`config.mk`:
```
export PLATFORM = sky130hd
export DESIGN_NAME = pipelined_addsub_flat
export DESIGN_NICKNAME = d
export VERILOG_FILES = /design/src/rtl/pipelined_addsub_if.sv /design/src/rtl/pipelined_addsub.sv /design/src/flat_wrapper.sv
export SDC_FILE = /design/constraint.sdc
export NUM_CORES = 1
export LEC_CHECK = 0
export ABC_CLOCK_PERIOD_IN_PS = 12080
export CORE_ASPECT_RATIO = 1.2
export CORE_UTILIZATION = 41
export DETAILED_ROUTE_END_ITERATION = 16
export PLACE_DENSITY = 0.62
export SETUP_SLACK_MARGIN = 0.15
export SYNTH_ARGS = -nofsm -noshare
export SYNTH_HDL_FRONTEND = slang
export SYNTH_SLANG_ARGS = --single-unit
```
`constraint.sdc`:
```
create_clock -name clk -period 12.08 [get_ports clk]
set_input_delay 2.416 -clock clk [delete_from_list [all_inputs] [get_ports clk]]
set_output_delay 2.416 -clock clk [all_outputs]
set_load 0.02 [all_outputs]
```
`src/rtl/pipelined_addsub_if.sv`:
```
// Streaming handshake bundle for pipelined_addsub: the operand side and the result side,
// each with valid/ready.
interface pipelined_addsub_if #(
    parameter int WIDTH = 32
);
    logic             in_valid;
    logic             in_ready;
    logic [WIDTH-1:0] a;
    logic [WIDTH-1:0] b;
    logic             ci;
    logic             sub;
    logic             out_valid;
    logic             out_ready;
    logic [WIDTH-1:0] s;
    logic             co;
    logic             ov;

    modport master (
        output in_valid, a, b, ci, sub, out_ready,
        input  in_ready, out_valid, s, co, ov
    );

    modport slave (
        input  in_valid, a, b, ci, sub, out_ready,
        output in_ready, out_valid, s, co, ov
    );
endinterface

```
`src/rtl/pipelined_addsub.sv`:
```
// Carry-split pipelined adder/subtractor: one CW-bit chunk per stage, with a registered carry between stages.
// Optional signed saturation on overflow when PIPELINED_ADDSUB_SAT_EN is defined.
module pipelined_addsub #(
    parameter int WIDTH  = 32,
    parameter int STAGES = 4
) (
    input  logic              clk,
    input  logic              rst_n,
    pipelined_addsub_if.slave bus
);
    localparam int CW   = WIDTH / STAGES;
    localparam int LAST = STAGES - 1;

    logic             en;
    logic [WIDTH-1:0] b_eff;
    logic             cin_eff;
    logic             ov_raw;

    // Registers after stage k; the operands travel along so upper chunks meet their carry.
    logic [STAGES-1:0] vld_q;
    logic [STAGES-1:0] cy_q;
    logic [WIDTH-1:0]  a_q [STAGES];
    logic [WIDTH-1:0]  b_q [STAGES];
    logic [WIDTH-1:0]  r_q [STAGES];

    logic [STAGES-1:0] src_v;
    logic [STAGES-1:0] src_c;
    logic [WIDTH-1:0]  src_a [STAGES];
    logic [WIDTH-1:0]  src_b [STAGES];
    logic [WIDTH-1:0]  src_r [STAGES];
    logic [WIDTH-1:0]  nxt_r [STAGES];
    logic [STAGES-1:0] nxt_c;
    logic [CW:0]       csum;

    assign en           = bus.out_ready || !bus.out_valid;
    assign bus.in_ready = en;
    assign b_eff        = bus.b ^ {WIDTH{bus.sub}};
    assign cin_eff      = bus.ci ^ bus.sub;

    always_comb begin
        src_v    = '0;
        src_c    = '0;
        nxt_c    = '0;
        csum     = '0;
        src_v[0] = bus.in_valid;
        src_c[0] = cin_eff;
        src_a[0] = bus.a;
        src_b[0] = b_eff;
        src_r[0] = '0;
        for (int k = 1; k < STAGES; k++) begin
            src_v[k] = vld_q[k-1];
            src_c[k] = cy_q[k-1];
            src_a[k] = a_q[k-1];
            src_b[k] = b_q[k-1];
            src_r[k] = r_q[k-1];
        end
        for (int k = 0; k < STAGES; k++) begin
            csum = {1'b0, src_a[k][k*CW +: CW]} + {1'b0, src_b[k][k*CW +: CW]}
                 + {{CW{1'b0}}, src_c[k]};
            nxt_r[k]              = src_r[k];
            nxt_r[k][k*CW +: CW]  = csum[CW-1:0];
            nxt_c[k]              = csum[CW];
        end
    end

    always_ff @(posedge clk) begin
        if (!rst_n) begin
            vld_q <= '0;
            cy_q  <= '0;
            for (int k = 0; k < STAGES; k++) begin
                a_q[k] <= '0;
                b_q[k] <= '0;
                r_q[k] <= '0;
            end
        end else if (en) begin
            vld_q <= src_v;
            cy_q  <= nxt_c;
            for (int k = 0; k < STAGES; k++) begin
                a_q[k] <= src_a[k];
                b_q[k] <= src_b[k];
                r_q[k] <= nxt_r[k];
            end
        end
    end

    assign ov_raw = (a_q[LAST][WIDTH-1] == b_q[LAST][WIDTH-1]) &&
                    (r_q[LAST][WIDTH-1] != a_q[LAST][WIDTH-1]);

    assign bus.out_valid = vld_q[LAST];
    assign bus.co        = cy_q[LAST];
    assign bus.ov        = ov_raw;
`ifdef PIPELINED_ADDSUB_SAT_EN
    // Clamp toward the sign of a; co/ov still describe the unsaturated sum.
    assign bus.s = ov_raw ? {a_q[LAST][WIDTH-1], {(WIDTH-1){~a_q[LAST][WIDTH-1]}}}
                          : r_q[LAST];
`else
    assign bus.s = r_q[LAST];
`endif
endmodule

```
`src/flat_wrapper.sv`:
```
// flat-port wrapper written by rule: the top's interface ports become plain ports
module pipelined_addsub_flat 
#(
    parameter int WIDTH  = 32,
    parameter int STAGES = 4
)
  (clk, rst_n, bus_in_valid, bus_a, bus_b, bus_ci, bus_sub, bus_out_ready, bus_in_ready, bus_out_valid, bus_s, bus_co, bus_ov);
  pipelined_addsub_if #(.WIDTH(WIDTH)) bus_i ();
  input  logic clk;
  input  logic rst_n;
  input wire logic [$bits(bus_i.in_valid)-1:0] bus_in_valid;
  input wire logic [$bits(bus_i.a)-1:0] bus_a;
  input wire logic [$bits(bus_i.b)-1:0] bus_b;
  input wire logic [$bits(bus_i.ci)-1:0] bus_ci;
  input wire logic [$bits(bus_i.sub)-1:0] bus_sub;
  input wire logic [$bits(bus_i.out_ready)-1:0] bus_out_ready;
  output wire logic [$bits(bus_i.in_ready)-1:0] bus_in_ready;
  output wire logic [$bits(bus_i.out_valid)-1:0] bus_out_valid;
  output wire logic [$bits(bus_i.s)-1:0] bus_s;
  output wire logic [$bits(bus_i.co)-1:0] bus_co;
  output wire logic [$bits(bus_i.ov)-1:0] bus_ov;
  assign bus_i.in_valid = bus_in_valid;
  assign bus_i.a = bus_a;
  assign bus_i.b = bus_b;
  assign bus_i.ci = bus_ci;
  assign bus_i.sub = bus_sub;
  assign bus_i.out_ready = bus_out_ready;
  assign bus_in_ready = bus_i.in_ready;
  assign bus_out_valid = bus_i.out_valid;
  assign bus_s = bus_i.s;
  assign bus_co = bus_i.co;
  assign bus_ov = bus_i.ov;
  pipelined_addsub #(.WIDTH(WIDTH), .STAGES(STAGES)) u_core (.clk(clk), .rst_n(rst_n), .bus(bus_i));
endmodule
```
==> results.ini, run 1 <==
[sta]
finalWorstPathRequiredPeriod_ns=6.70
post-route-period-util=0.554
max_transition_margin=0.365
setup_tns_ns=0
max_slew.worst_pin.slew_ns=0.950
clock.fmax_ghz=0.149
layout_setup_ws_ns=5.38
final_max_slew_viol_count=0
hold_viol=0
final.setup_skew_ns=0.00607
finalSetupViolCount=0
rsz_0062_raised_after_global_routing=no

[logic_synthesis]
ys_ff_latch=186
cell_types_occupying_the_most_area_after_synthesis=edfxtp_1 62%, and3_1 9.2%, ha_1 4.1%, xnor2_1 2.5%, nor2_1 1.9%
post_synth_inst_count=655
mappedNetlistArea_um2=8610
synthesis.nets=761
postSynthAreaPerCell_um2=13.2
post-synth-top-area-fraction=0.621
yosys_most_used_dff=edfxtp_1
number_of_warnings_issued_by_yosys=0
number_of_library_cell_types_mapped_by_synthesis=45
synth_sequential_area_ratio=0.639
synth_top_cell_by_area=edfxtp_1
synth_enable_flop_cells=178
async_flop_share=0

[cts]
cts_sinks=186
clk_latency_ns=0.44
max-clock-path-buffers=2
path_clk_slew_ns=0.07
cts_tree=yes
cts_repair_resize_count=0
clock_tree.htree_level_count=4
clk_root_buffer_cell=clkbuf_16
hold_buffers=0
cts_setup_buffers=0
total_clock_buffers_created_by_cts=17

[placed_design]
dp_hpwl_mm=10.1
placedInstanceArea_um2=9890
numPlacedInstances=991
routabilityCongestion=0.793
port-buffer-count=105
detailedPlace.worstSlack_ns=5.38

[global_routing]
number_of_global_route_vias_before_repair=5225
pin_count_of_the_biggest_net_entering_global_routing=117
overflow=0
grt_antenna_before_repair=0
grt_pass1_wl_mm=25.7
global_route.usage.total=0.155

[worst_setup_path]
timing.critical_path.from_type=input port
worstSetupPathType=input port to output port
worstPathMaxFanout=12
crit_required_ns=9.66
cp.arrival_ns=4.28
timing.critical_path.to_type=output port

[route]
wirelength_mm=15.9
drc=0
avgRoutedWirePerCell_um=15.6
firstDrtPassIters=4
via_count_of_the_routed_design=5341
detail_route.iter0.violations=403
routed_via_count_divided_by_cell_count=5.23
drt.antenna.violating_nets=0

[power_and_ir_drop]
totalPowerFinal_mw=1.48
power.density_cell_area_nw_per_um2=141
power.static_leakage_nw=4.53
vdd.ir_drop.worst_uv=116

[hold_path]
min_path_type=flip-flop to flip-flop

[floorplan]
placementRows=57
chipWidth_um=134
design.portCount=106
core-area_um2=20400
fp.dieArea_um2=21600
floorplan_die_height_um=161
start_util=0.422

[finish]
fillerInstances=1768
finish.net_count=851
drive_above_1_share=0.0713
final_cell_area_um2=10500
area_growth_syn_to_layout_pct=21.5
antenna-diode-count=0
final-instance-count-excl-fill=1022

[run_status]
run_status=finished, final reports clean

[job]
timing.max_cap.violations=0

## worst paths after layout
check                                startpoint                end  slack, ns  cells after the start
worst max-delay path              bus_out_ready       bus_in_ready       5.38                      4
worst max register to register  u_core.vld_q[3]  u_core.b_q[0][24]       8.93                      4
worst min-delay path            u_core.vld_q[1]    u_core.vld_q[1]       0.46                      2
worst min register to register  u_core.vld_q[1]    u_core.vld_q[1]       0.46                      2
## registers in the layout, indices dropped and copies added (netlist names)
| register | flops |
|---|---|
| u_core.a_q | 49 |
| u_core.b_q | 49 |
| u_core.cy_q | 4 |
| u_core.r_q | 80 |
| u_core.vld_q | 4 |
## logic make-up after synthesis
logic type,Yosys count,share of synthesized area
AND/OR/NAND/NOR,248,0.167
flip-flops,186,0.639
AO/OA/AOI/OAI,85,0.0638
buffers and inverters,58,0.0267
XOR/XNOR,37,0.0376
adder cells (fa/ha/maj),36,0.0593
multiplexers,5,0.00596
## synthesized netlist by cell type (10+ instances only)
library cell  count
and3_1          127
xnor2_1          25
edfxtp_1        178
nor2_1           43
clkbuf_1         31
inv_1            15
ha_1             28
buf_2            10
nand2_1          20
o21ai_0          16
a21oi_1          24
xor2_1           12
## stage by stage
| step | hold WS (ns) | util |
|---|---|---|
| after floorplan | 0.432 | - |
| after global placement | 0.439 | 0.485 |
| after detailed placement | 0.448 | 0.485 |
| after CTS | 0.457 | 0.513 |
| after global routing | 0.487 | 0.513 |
| final | 0.455 | 0.513 |
## cell type report
type                    count  area, um^2  area share
clock buffers              17         425      0.0407
well taps                 265         332      0.0317
multi-input cells         411        2890       0.276
inverters                  16        61.3     0.00586
flip-flops and latches    186        5510       0.526
clock inverters            14         150      0.0144
repair buffers            113        1100       0.105
## where the power goes
group | internal [mW] | leakage (nW) | switching, mW
registers | 0.756 | 2.18 | 0.0133
clock network | 0.292 | 0.287 | 0.255
logic | 0.0831 | 2.06 | 0.0807
## routing by layer
layer  vias up  GRT usage  routed length [um]
met5         -          0                   0
met4         0     0.0725                 363
met3        23     0.0328                 682
met2       137      0.259                7980
met1      2555      0.190                6870
li1       2626          -                   -
## worst max-delay path, cell delays in order
cell and delay [ns]:
clkdlybuf4s50_1 0.41, nor2b_1 0.74, clkinv_2 0.14, clkdlybuf4s50_1 0.57
## placed cells by master, fill, tap and decap left out, drive strengths merged, types with 2 or more instances in the layout
| cell | count |
|---|---|
| or4 | 4 |
| xnor2 | 25 |
| xor2 | 12 |
| nor3b | 6 |
| o31ai | 2 |
| a21oi | 24 |
| nor3 | 6 |
| a211oi | 8 |
| clkbuf | 17 |
| or3 | 4 |
| o31a | 3 |
| and2 | 3 |
| and3 | 127 |
| clkdlybuf4s50 | 103 |
| ha | 28 |
| o21a | 7 |
| o2111ai | 4 |
| nand2 | 21 |
| nand3 | 8 |
| edfxtp | 178 |
| and2b | 3 |
| inv | 24 |
| dfxtp | 8 |
| a21o | 4 |
| nand2b | 3 |
| nor2b | 11 |
| nor2 | 43 |
| or4b | 3 |
| mux2i | 4 |
| fa | 8 |
| buf | 10 |
| clkinv | 5 |
| o21ai | 20 |
| a211o | 4 |
| o211ai | 4 |
| nand4b | 5 |
| o221ai | 3 |
No activity file was read; power rests on OpenSTA's default activity.
==> run 2: changes to the inputs <==
--- a/config.mk
+++ b/config.mk
@@ -5,7 +5,7 @@
 export SDC_FILE = /design/constraint.sdc
 export NUM_CORES = 1
 export LEC_CHECK = 0
-export ABC_CLOCK_PERIOD_IN_PS = 12080
+export ABC_CLOCK_PERIOD_IN_PS = 6600
 export CORE_ASPECT_RATIO = 1.2
 export CORE_UTILIZATION = 41
 export DETAILED_ROUTE_END_ITERATION = 16
==> constraint.sdc (replaced) <==
create_clock -name clk -period 6.6 [get_ports clk]
set_input_delay 1.32 -clock clk [delete_from_list [all_inputs] [get_ports clk]]
set_output_delay 1.32 -clock clk [all_outputs]
set_load 0.02 [all_outputs]
==> run 2 against run 1 <==
Non-clock buffer count fell by 2. Final area down 0.23%. Register-to-register slack worse by 5.2 ns. Power is 80% higher. Combinational power grew 82%. Global-route usage is 0.21 points lower. Sequential share of layout area rose by 0.12 points. Critical endpoint unchanged.
==> results.ini, run 2 (synthesis results as in run 1) <==
[run_status]
run_status=finished, final reports clean

[route]
routed_via_count_divided_by_cell_count=5.14  ; -1.7%
firstDrtPassIters=4  ; unchanged
wirelength_mm=15.6  ; -1.8%
drc=0  ; unchanged
via_count_of_the_routed_design=5245  ; -1.8%
avgRoutedWirePerCell_um=15.3  ; -1.7%
detail_route.iter0.violations=415  ; +3.0%
drt.antenna.violating_nets=0  ; unchanged

[floorplan]
floorplan_die_height_um=161  ; unchanged
fp.dieArea_um2=21600  ; unchanged
placementRows=57  ; unchanged
start_util=0.422  ; unchanged
core-area_um2=20400  ; unchanged
design.portCount=106  ; unchanged
chipWidth_um=134  ; unchanged

[worst_setup_path]
reg2reg_setup_slack_ns=3.72  ; -5.21 ns
reg2reg_depth=6  ; +2
crit_path_frequent_cell=clkdlybuf4s50_1
crit_required_ns=5.28  ; -4.38 ns
timing.rr.start=u_core.vld_q[3]
timing.critical_path.from_type=input port
path_cells=clkdlybuf4s50_1 > nor2b_1 > clkinv_2 > clkdlybuf4s50_1
cp.arrival_ns=3.17  ; -1.11 ns
regToRegEndpoint=u_core.r_q[1][14]
timing.critical_path.to_type=output port
worstSetupPathType=input port to output port
worstPathMaxFanout=12  ; unchanged
max_stage_delay_ns=0.73  ; about the same
cp_slowest_cell=nor2b_1

[cts]
clk_root_buffer_cell=clkbuf_16
total_clock_buffers_created_by_cts=17  ; unchanged
cts_setup_buffers=0  ; unchanged
cts_tree=yes
path_clk_slew_ns=0.07  ; about the same
clk_latency_ns=0.43  ; about the same
max-clock-path-buffers=2  ; unchanged
hold_buffers=0  ; unchanged
clock_tree.htree_level_count=4  ; unchanged
cts_sinks=186  ; unchanged
cts_repair_resize_count=0  ; unchanged

[sta]
max_transition_margin=0.374  ; +0.00850
finalSetupViolCount=0  ; unchanged
final.setup_skew_ns=0.00649  ; +0.000414 ns
layout_setup_ws_ns=2.11  ; -3.27 ns
max_slew.worst_pin.slew_ns=0.937  ; -0.0127 ns
hold_viol=0  ; unchanged
finalWorstPathRequiredPeriod_ns=4.49
rsz_0062_raised_after_global_routing=no
final_max_slew_viol_count=0  ; unchanged
post-route-period-util=0.680
setup_tns_ns=0  ; unchanged
clock.fmax_ghz=0.223

[finish]
largestRegisters=u_core.r_q x80, u_core.a_q x49, u_core.b_q x49
fillerInstances=1747  ; -1.2%
mostFrequentLayoutCell=edfxtp_1
antenna-diode-count=0  ; unchanged
largest_reg_flops=80  ; unchanged
registers.top_by_ff_count=u_core.r_q
finish.net_count=849  ; -0.24%
area_growth_syn_to_layout_pct=21.2
final-instance-count-excl-fill=1021  ; -0.098%
drive_above_1_share=0.0701  ; -0.00123
most_used_cells_in_the_layout_excluding_fill_and_tap_cells=178 x edfxtp_1, 127 x and3_1, 103 x clkdlybuf4s50_1, 43 x nor2_1, 28 x ha_1

[placed_design]
detailedPlace.worstSlack_ns=2.10  ; -3.27 ns
numPlacedInstances=989  ; -0.20%
dp_hpwl_mm=10.0  ; -1.2%
routabilityCongestion=0.782  ; -1.4%
port-buffer-count=105  ; unchanged

[global_routing]
pin_count_of_the_biggest_net_entering_global_routing=148  ; +26%
grt_antenna_before_repair=0  ; unchanged
global_route.usage.total=0.152  ; -0.00212
overflow=0  ; unchanged
grt_pass1_wl_mm=25.5  ; -0.80%
number_of_global_route_vias_before_repair=5232  ; +0.13%

[power_and_ir_drop]
power.static_leakage_nw=4.51  ; -0.27%
vdd.ir_drop.worst_uv=177  ; +54%
totalPowerFinal_mw=2.67  ; +80%
power.density_cell_area_nw_per_um2=256  ; +81%

[hold_path]
worst_hold_start=u_core.vld_q[2]
min_path_type=flip-flop to flip-flop
timing.hold.worst_path_depth=2  ; unchanged
worstHoldEndpoint=u_core.vld_q[2]

[job]
timing.max_cap.violations=0  ; unchanged

[run 2: cell count changes in the layout (fill, tap and decap cells not counted)]
cell	change
clkinvlp_4	+1
buf_4	-3
buf_12	+1
bufinv_16	-1
inv_6	+1
clkinv_4	-2
clkinv_2	+2
[run 2: layer usage]
metal | global-route usage | wire, um | vias to the layer above
met1 | 0.190 | 6760 | 2473
met3 | 0.0268 | 572 | 21
li1 | - | - | 2625
met2 | 0.256 | 7900 | 126
met4 | 0.0741 | 370 | 0
met5 | 0 | 0 | -
[run 2: layout make-up]
cell class / instances / area [um^2] / share of cell area
clock inverters: 15 / 129 / 0.0123
repair buffers: 111 / 1100 / 0.105
flip-flops and latches: 186 / 5510 / 0.527
inverters: 16 / 61.3 / 0.00587
clock buffers: 17 / 425 / 0.0408
multi-input cells: 411 / 2890 / 0.276
well taps: 265 / 332 / 0.0318
[run 2: stage by stage]
stage          area (um^2)  hold slack [ns]  utilization
2_1_floorplan         8610            0.432            -
3_3_place_gp          9880            0.440        0.485
3_5_place_dp          9880            0.453        0.485
4_1_cts              10400            0.463        0.512
5_1_grt              10400            0.483        0.512
6_report             10400            0.458        0.512
[run 2: power by group]
part / switching, mW / internal (mW)
logic: 0.147 / 0.152
registers: 0.0241 / 1.38
clock network: 0.463 / 0.498
total: 0.634 / 2.03
[run 2: worst max-delay path, delay by kind of cell]
kind | cells | cell delay (ns)
buf+inv | 3 | 1.11
simple gates | 1 | 0.73
[run 2: worst max path at each step]
stage | start | endpoint | cells past startpoint
6_report | bus_out_ready | bus_in_ready | 4
3_5_place_dp | bus_out_ready | bus_in_ready | 4
2_1_floorplan | bus_out_ready | u_core.a_q[0][10] | 3
4_1_cts | bus_out_ready | bus_in_ready | 4
3_3_place_gp | bus_out_ready | bus_in_ready | 4
5_1_grt | bus_out_ready | bus_in_ready | 4
==> run 3: changes to the inputs <==
--- a/config.mk
+++ b/config.mk
@@ -5,11 +5,11 @@
 export SDC_FILE = /design/constraint.sdc
 export NUM_CORES = 1
 export LEC_CHECK = 0
-export ABC_CLOCK_PERIOD_IN_PS = 6600
+export ABC_CLOCK_PERIOD_IN_PS = 3900
 export CORE_ASPECT_RATIO = 1.2
 export CORE_UTILIZATION = 41
 export DETAILED_ROUTE_END_ITERATION = 16
-export PLACE_DENSITY = 0.62
+export PLACE_DENSITY = 0.64
 export SETUP_SLACK_MARGIN = 0.15
 export SYNTH_ARGS = -nofsm -noshare
 export SYNTH_HDL_FRONTEND = slang
==> constraint.sdc (replaced) <==
create_clock -name clk -period 3.9 [get_ports clk]
set_input_delay 0.78 -clock clk [delete_from_list [all_inputs] [get_ports clk]]
set_output_delay 0.78 -clock clk [all_outputs]
set_load 0.02 [all_outputs]
==> run 3 against run 2 <==
Clock skew rose by 0.0016 ns. Combinational power rose by 71%. Via count grew 1.7%. Non-clock buffer count rose by 5. Flip-flop and latch count did not move. Die area stayed put. Critical path type is now input port to flip-flop.
==> results.ini, run 3 (synthesis results as in run 1) <==
[run_status]
run_status=finished, final reports clean

[hold_path]
timing.hold.worst_path_depth=2  ; unchanged
worst_hold_start=u_core.vld_q[2]
worstHoldEndpoint=u_core.vld_q[2]
min_path_type=flip-flop to flip-flop

[finish]
most_used_cells_in_the_layout_excluding_fill_and_tap_cells=178 x edfxtp_1, 127 x and3_1, 103 x clkdlybuf4s50_1, 43 x nor2_1, 28 x ha_1
mostFrequentLayoutCell=edfxtp_1
largest_reg_flops=80  ; unchanged
area_growth_syn_to_layout_pct=22.4
largestRegisters=u_core.r_q x80, u_core.a_q x49, u_core.b_q x49
registers.top_by_ff_count=u_core.r_q
drive_above_1_share=0.0737  ; +0.00358
final-instance-count-excl-fill=1025  ; +0.39%
antenna-diode-count=0  ; unchanged
finish.net_count=854  ; +0.59%

[route]
detail_route.iter0.violations=372  ; -10%
firstDrtPassIters=4  ; unchanged
via_count_of_the_routed_design=5333  ; +1.7%
routed_via_count_divided_by_cell_count=5.20  ; +1.3%
met3_length_um=756  ; +32%
wirelength_mm=15.9  ; +1.7%
drt.antenna.violating_nets=0  ; unchanged
drc=0  ; unchanged
avgRoutedWirePerCell_um=15.5  ; +1.3%
m1WireLength_mm=7.01  ; +3.7%
route.top_layer_used=met5
met2WireLength_mm=7.77  ; -1.6%

[sta]
max_transition_margin=0.416  ; +0.0421
final.setup_skew_ns=0.00808  ; +0.00160 ns
finalSetupViolCount=0  ; unchanged
clock.fmax_ghz=0.341
final_max_slew_viol_count=0  ; unchanged
post-route-period-util=0.752
max_slew.worst_pin.slew_ns=0.876  ; -0.0612 ns
hold_viol=0  ; unchanged
finalWorstPathRequiredPeriod_ns=2.93
rsz_0062_raised_after_global_routing=no
setup_tns_ns=0  ; unchanged

[placed_design]
dp_hpwl_mm=10.2  ; +1.8%
routabilityCongestion=0.795  ; +1.7%
numPlacedInstances=994  ; +0.51%
port-buffer-count=105  ; unchanged

[floorplan]
placementRows=57  ; unchanged
core-area_um2=20400  ; unchanged
start_util=0.422  ; unchanged
design.portCount=106  ; unchanged
fp.dieArea_um2=21600  ; unchanged
floorplan_die_height_um=161  ; unchanged
chipWidth_um=134  ; unchanged

[cts]
clk_latency_ns=0.43  ; about the same
hold_buffers=0  ; unchanged
clock_tree.htree_level_count=4  ; unchanged
cts_tree=yes
path_clk_slew_ns=0.07  ; about the same
clk_root_buffer_cell=clkbuf_16
max-clock-path-buffers=2  ; unchanged
cts_setup_buffers=0  ; unchanged
total_clock_buffers_created_by_cts=17  ; unchanged
cts_repair_resize_count=0  ; unchanged
cts_sinks=186  ; unchanged

[global_routing]
grt_antenna_before_repair=1  ; +1
global_route.usage.total=0.154  ; +0.00123
overflow=0  ; unchanged
number_of_global_route_vias_before_repair=5266  ; +0.65%
pin_count_of_the_biggest_net_entering_global_routing=106  ; -28%
grt_pass1_wl_mm=25.7  ; +0.86%

[power_and_ir_drop]
power.static_leakage_nw=4.55  ; +0.74%
vdd.ir_drop.worst_uv=314  ; +77%
power.density_cell_area_nw_per_um2=445  ; +74%

[worst_setup_path]
cp.arrival_ns=3.23  ; +0.06 ns
reg2reg_depth=7  ; +1
timing.rr.start=u_core.b_q[2][24]
worstSetupPathType=input port to flip-flop
worstPathMaxFanout=3  ; -9
timing.critical_path.from_type=input port
regToRegEndpoint=u_core.r_q[3][30]
timing.critical_path.to_type=flip-flop
crit_required_ns=4.19  ; -1.09 ns
reg2reg_setup_slack_ns=1.55  ; -2.17 ns

[job]
timing.max_cap.violations=0  ; unchanged

## run 3: cell count changes in the layout (fill, tap and decap cells not counted), sizes merged
cell | before | now
buf | 8 | 13
bufinv | 0 | 3
clkinv | 5 | 2
inv | 25 | 22
clkbuf | 17 | 18
clkinvlp | 1 | 2
## run 3: critical path, cell delays in order
cell,delay (ns)
clkdlybuf4s50_1,0.41
xor2_1,0.16
fa_1,0.48
fa_1,0.43
a21oi_1,0.24
o21ai_1,0.15
or4_1,0.48
nand3_1,0.08
## run 3: cell type report
| type | count | area [um^2] |
|---|---|---|
| repair buffers | 116 | 1140 |
| inverters | 16 | 61.3 |
| multi-input cells | 411 | 2890 |
| flip-flops and latches | 186 | 5510 |
| well taps | 265 | 332 |
| clock buffers | 18 | 429 |
| clock inverters | 13 | 183 |
| fillers | 1778 | 9850 |
## run 3: worst max-delay path by stage
stage / start / to / slack (ns) / cells past startpoint
final: bus_b[0] / u_core.r_q[0][6] / 0.97 / 8
after global routing: bus_b[0] / u_core.r_q[0][6] / 0.86 / 8
after CTS: bus_b[0] / u_core.r_q[0][6] / 0.97 / 8
after detailed placement: bus_b[0] / u_core.r_q[0][6] / 0.53 / 8
after global placement: bus_b[0] / u_core.r_q[0][6] / 0.62 / 8
after floorplan: bus_sub / u_core.r_q[0][6] / 0.68 / 9
## run 3: stage by stage
stage	utilization	power (mW)	worst slack [ns]	cell area, um^2	hold slack, ns
finish	0.517	4.69	0.967	10500	0.454
detailed placement	0.487	2.94	0.528	9930	0.445
CTS	0.517	4.72	0.974	10500	0.456
global route	0.517	4.86	0.858	10500	0.480
floorplan	-	2.74	0.685	8620	0.432
global placement	0.487	2.92	0.622	9930	0.439
## run 3: routing by layer
layer | vias up | global-route usage
li1 | 2635 | -
met1 | 2544 | 0.190
met2 | 129 | 0.253
met3 | 23 | 0.0395
met4 | 2 | 0.0689
met5 | - | 0
## run 3: power breakdown
group | total (mW) | switching, mW | internal (mW) | leakage (nW)
sequential | 2.38 | 0.0403 | 2.34 | 2.18
combinational | 0.510 | 0.251 | 0.259 | 2.08
clock | 1.79 | 0.767 | 1.03 | 0.294
total | 4.69 | 1.06 | 3.63 | 4.55
